--- src/rtl/binary_to_bcd_seq.sv ---
// Sequential double-dabble converter: unsigned binary in, packed BCD digits out,
// with a start/busy/data-valid handshake for display update requests.
module binary_to_bcd_seq #(
    parameter int unsigned INPUT_WIDTH    = 8,
    parameter int unsigned DECIMAL_DIGITS = 3
) (
    input  logic                          i_Clk,
    input  logic                          i_Rst,
    input  logic [INPUT_WIDTH-1:0]        i_Binary,
    input  logic                          i_Start,
    output logic [DECIMAL_DIGITS*4-1:0]   o_BCD,
    output logic                          o_DV,
    output logic                          o_Busy,
    output logic                          o_Overflow
);

    localparam int unsigned BCD_W = DECIMAL_DIGITS * 4;
    localparam int unsigned CNT_W = $clog2(INPUT_WIDTH + 1);

    typedef enum logic [1:0] {
        IDLE,
        SHIFT,
        ADD3,
        DONE
    } state_t;

    state_t                 state, state_next;
    logic [BCD_W-1:0]       scratch, scratch_next;
    logic [INPUT_WIDTH-1:0] shift_reg, shift_next;
    logic [CNT_W-1:0]       count, count_next;
    logic                   sticky, sticky_next;
    logic [BCD_W-1:0]       bcd_next;
    logic                   dv_next;
    logic                   busy_next;
    logic                   ovf_next;

    // State and datapath registers; reset wins over everything, aborting any conversion.
    always_ff @(posedge i_Clk) begin
        if (i_Rst) begin
            state      <= IDLE;
            scratch    <= '0;
            shift_reg  <= '0;
            count      <= '0;
            sticky     <= 1'b0;
            o_BCD      <= '0;
            o_DV       <= 1'b0;
            o_Busy     <= 1'b0;
            o_Overflow <= 1'b0;
        end else begin
            state      <= state_next;
            scratch    <= scratch_next;
            shift_reg  <= shift_next;
            count      <= count_next;
            sticky     <= sticky_next;
            o_BCD      <= bcd_next;
            o_DV       <= dv_next;
            o_Busy     <= busy_next;
            o_Overflow <= ovf_next;
        end
    end

    // Next-state, datapath and registered-output values.
    always_comb begin
        state_next   = state;
        scratch_next = scratch;
        shift_next   = shift_reg;
        count_next   = count;
        sticky_next  = sticky;
        bcd_next     = o_BCD;
        ovf_next     = o_Overflow;
        dv_next      = 1'b0;

        case (state)
            IDLE: begin
                if (i_Start) begin
                    shift_next   = i_Binary;
                    scratch_next = '0;
                    sticky_next  = 1'b0;
                    count_next   = '0;
                    state_next   = SHIFT;
                end
            end
            SHIFT: begin
                {scratch_next, shift_next} = {scratch, shift_reg} << 1;
                // A bit leaving the top digit means a discarded higher decimal digit.
                if (scratch[BCD_W-1]) begin
                    sticky_next = 1'b1;
                end
                count_next = count + CNT_W'(1);
                if (count_next == CNT_W'(INPUT_WIDTH)) begin
                    state_next = DONE;
                end else begin
                    state_next = ADD3;
                end
            end
            ADD3: begin
                for (int unsigned d = 0; d < DECIMAL_DIGITS; d++) begin
                    if (scratch[4*d +: 4] >= 4'd5) begin
                        scratch_next[4*d +: 4] = scratch[4*d +: 4] + 4'd3;
                    end
                end
                state_next = SHIFT;
            end
            DONE: begin
                bcd_next   = scratch;
                ovf_next   = sticky;
                dv_next    = 1'b1;
                state_next = IDLE;
            end
            default: begin
                state_next = IDLE;
            end
        endcase

        // Busy tracks the registered state so it drops in the same cycle o_DV rises.
        busy_next = (state_next != IDLE);
    end

endmodule

--- config.mk ---
export PLATFORM = sky130hd
export DESIGN_NAME = binary_to_bcd_seq
export DESIGN_NICKNAME = d
export VERILOG_FILES = /design/src/rtl/binary_to_bcd_seq.sv
export SDC_FILE = /design/constraint.sdc
export NUM_CORES = 1
export LEC_CHECK = 0
export ABC_AREA = 1
export CORE_MARGIN = 10
export CORE_UTILIZATION = 35
export DETAILED_ROUTE_END_ITERATION = 6
export DONT_BUFFER_PORTS = 1
export PLACE_DENSITY_LB_ADDON = 0.1
export SYNTH_ARGS = -nofsm -noshare
export SYNTH_HDL_FRONTEND = slang
export SYNTH_SLANG_ARGS = --single-unit
--- constraint.sdc ---
create_clock -name i_Clk -period 3.05 [get_ports i_Clk]
set_input_delay 0.61 -clock i_Clk [delete_from_list [all_inputs] [get_ports i_Clk]]
set_output_delay 0.61 -clock i_Clk [all_outputs]
set_load 0.05 [all_outputs]
==> run summary <==
Final Hold Vio Count - 0
crit path cell chain - inv_1, ha_1, inv_2, a21oi_2, buf_4, inv_1, o21ai_0, nor2_1
Synth Area in Compound Gates - 0.197
total of max-cap violations - 0
Crit. End Element - flop
gr ovfl total - 0
top-area cell type share of the netlist area - 0.420
CTS clk-pin slew, worst paths - 80 ps
Max FO, Critical Path - 19
final WL - 4.69 mm
switching power - 0.415 mW
port bufs - 0
sequential share of power - 0.501
PwrDens - 618 mW/mm^2
# DRC - 0
P&R area growth vs syn - 6.82%
chip height - 95.6 um
vias in the first global route - 1,630
CP Launch Type - flop
CTS tree - built
Max-slew headroom - 0.451
P_int - 0.906 mW
Final Power - 1.32 mW
Detail Route Antenna Nets - 0
Boundary Pins - 26
fmax - 468 MHz
Worst IR Drop VDD - 0.230 mV
post-placement cell area - 0.00203 mm^2
CP max stage cell - ha_1
Root Buffer - clkbuf_8
largest net degree at the start of global routing - 27
CP dominant cell by count - inv_1
Avg Inst Size Synth - 7.25 um^2
1st-iter DRT viols - 104
setup TNS - 0 ps
Synth Area in Simple Gates - 0.217
xor/xnor share of the synthesized area - 0.00438
total number of vias - 1,674
Die Footprint - 0.00914 mm^2
post-CTS setup buffers - 0
Syn Inst Count - 276
Clock Path Buffers - 2
largest family of logic cells by synthesized area - simple AND/OR/NAND/NOR gates
antenna cells - 0
HPWL after detailed placement - 3.26 mm
Slowest Stage Delay on Critical Path - 500 ps
WP data required - 3240 ps
Core ar. - 0.00554 mm^2
WL per Instance - 13.7 um
WP data arrival - 2330 ps
CP Class - reg -> reg
Initial Utilization - 0.361
sequential fraction of the synthesis area - 0.420
Rows - 27
Setup WS pre-CTS - 885 ps
Hold Path Class - in -> reg
switch share - 0.314
layout cell share with drive strength beyond 1 - 0.0664
mux contribution to synthesized area - 0
first-pass GRT wire length - 7.94 mm
LEAKAGE - 0.900 nW
GRT Overall Usage - 0.109
syn nets - 299
fin worst setup slack - 914 ps
Crit path max-delay family - buffers and inverters
Synth Area in Adders - 0.0750
antenna violations before repair - 0
unrepaired setup endpoints after global routing - no
clk sinks - 42
outcome - complete, no violations
GPL Wtd Cong - 0.787
total CTS buffers - 5
worst-margin pin slew - 824 ps
FF+latch count, synth - 42
first-pass detailed-route iteration total - 4
Post-Syn Area - 0.00200 mm^2
period utilization - 0.700
min Tclk post-route - 2140 ps
Yosys top cell by area - dfxtp_1
Nets - 293
max-slew violation count - 0
final instance area - 0.00214 mm^2
Final Setup Violations - 0
CTS resizes - 0
Clock Latency Late Sink - 300 ps
Gate power share - 0.167
Clk pwr share - 0.332
H-tree levels - 2
WP buf/inv - 4
Worst Skew - 4.02 ps
Netlist cell types - 21
Synth area leaders - dfxtp_1 42%, nand2_1 14%, ha_1 7.5%
vias per cell - 4.88
DIE WIDTH - 95.6 um
hold buffers post-CTS - 0
Yosys warning count - 0
-- power groups by stage --
stage          clock network, mW  logic [mW]  registers (mW)
2_1_floorplan                  0       0.184           0.668
3_3_place_gp                   0       0.223           0.677
3_5_place_dp                   0       0.223           0.675
4_1_cts                    0.455       0.224           0.663
5_1_grt                    0.480       0.252           0.669
6_report                   0.439       0.220           0.662
-- cell type report --
class	instances	area [um^2]
clock buffer	7	76.3
clock inverter	1	30.0
fill	617	3400
inverter	28	105
multi-input combinational	192	987
sequential	42	841
tap	72	90.1
timing repair buffer	1	7.51
-- final timing paths --
check	from	endpoint	slack (ps)	cells past startpoint
hold / removal	i_Rst	count[2]	370	1
setup reg to reg	state[1]	sticky	910	8
setup / recovery	state[1]	sticky	910	8
hold reg to reg	scratch[9]	scratch[9]	460	2
-- cell usage after synthesis --
cell type / n
nand2_1: 75
dfxtp_1: 42
a21oi_1: 27
inv_1: 26
o21ai_0: 18
nor2_1: 16
ha_1: 12
nand3_1: 10
buf_2: 9
o21ai_1: 8
o22ai_1: 8
a31oi_1: 7
clkbuf_1: 4
nor2_2: 4
o21ai_2: 3
inv_2: 2
a21oi_2: 1
buf_4: 1
nand4_1: 1
nor2_4: 1
xor2_1: 1
-- layer usage --
layer | GRT usage | vias up | routed length (um)
met1 | 0.141 | 751 | 2320
met4 | 0.0405 | 0 | 86
li1 | - | 892 | -
met2 | 0.163 | 23 | 2010
met5 | 0 | - | 0
met3 | 0.0408 | 8 | 272
-- kinds of logic (layout without fill, tap and decap cells) --
group	count (synthesis)	count (layout)
adders and majority gates	12	12
buffers and inverters	42	37
xor gates and xnor gates	1	1
and+or+nand+nor	107	107
AOI/OAI and AO/OA	72	72
DFF	42	42
-- stage by stage --
step | util | hold WS [ps] | cells
final | 0.386 | 371 | 343
after global routing | 0.386 | 356 | 343
after CTS | 0.386 | 363 | 343
after detailed placement | 0.367 | 448 | 335
after global placement | 0.367 | 449 | 335
after floorplan | - | 444 | 276
-- placed cells by master, fill, tap and decap left out --
cell and n:
a21oi_1 27, a21oi_2 1, a31oi_1 7, buf_4 1
bufinv_16 1, clkbuf_1 2, clkbuf_8 5, dfxtp_1 42
ha_1 12, inv_1 26, inv_2 2, nand2_1 75
nand3_1 10, nand4_1 1, nor2_1 16, nor2_2 4
nor2_4 1, o21ai_0 18, o21ai_1 8, o21ai_2 3
o22ai_1 8, xor2_1 1
Power figures use the tool's default switching activity.
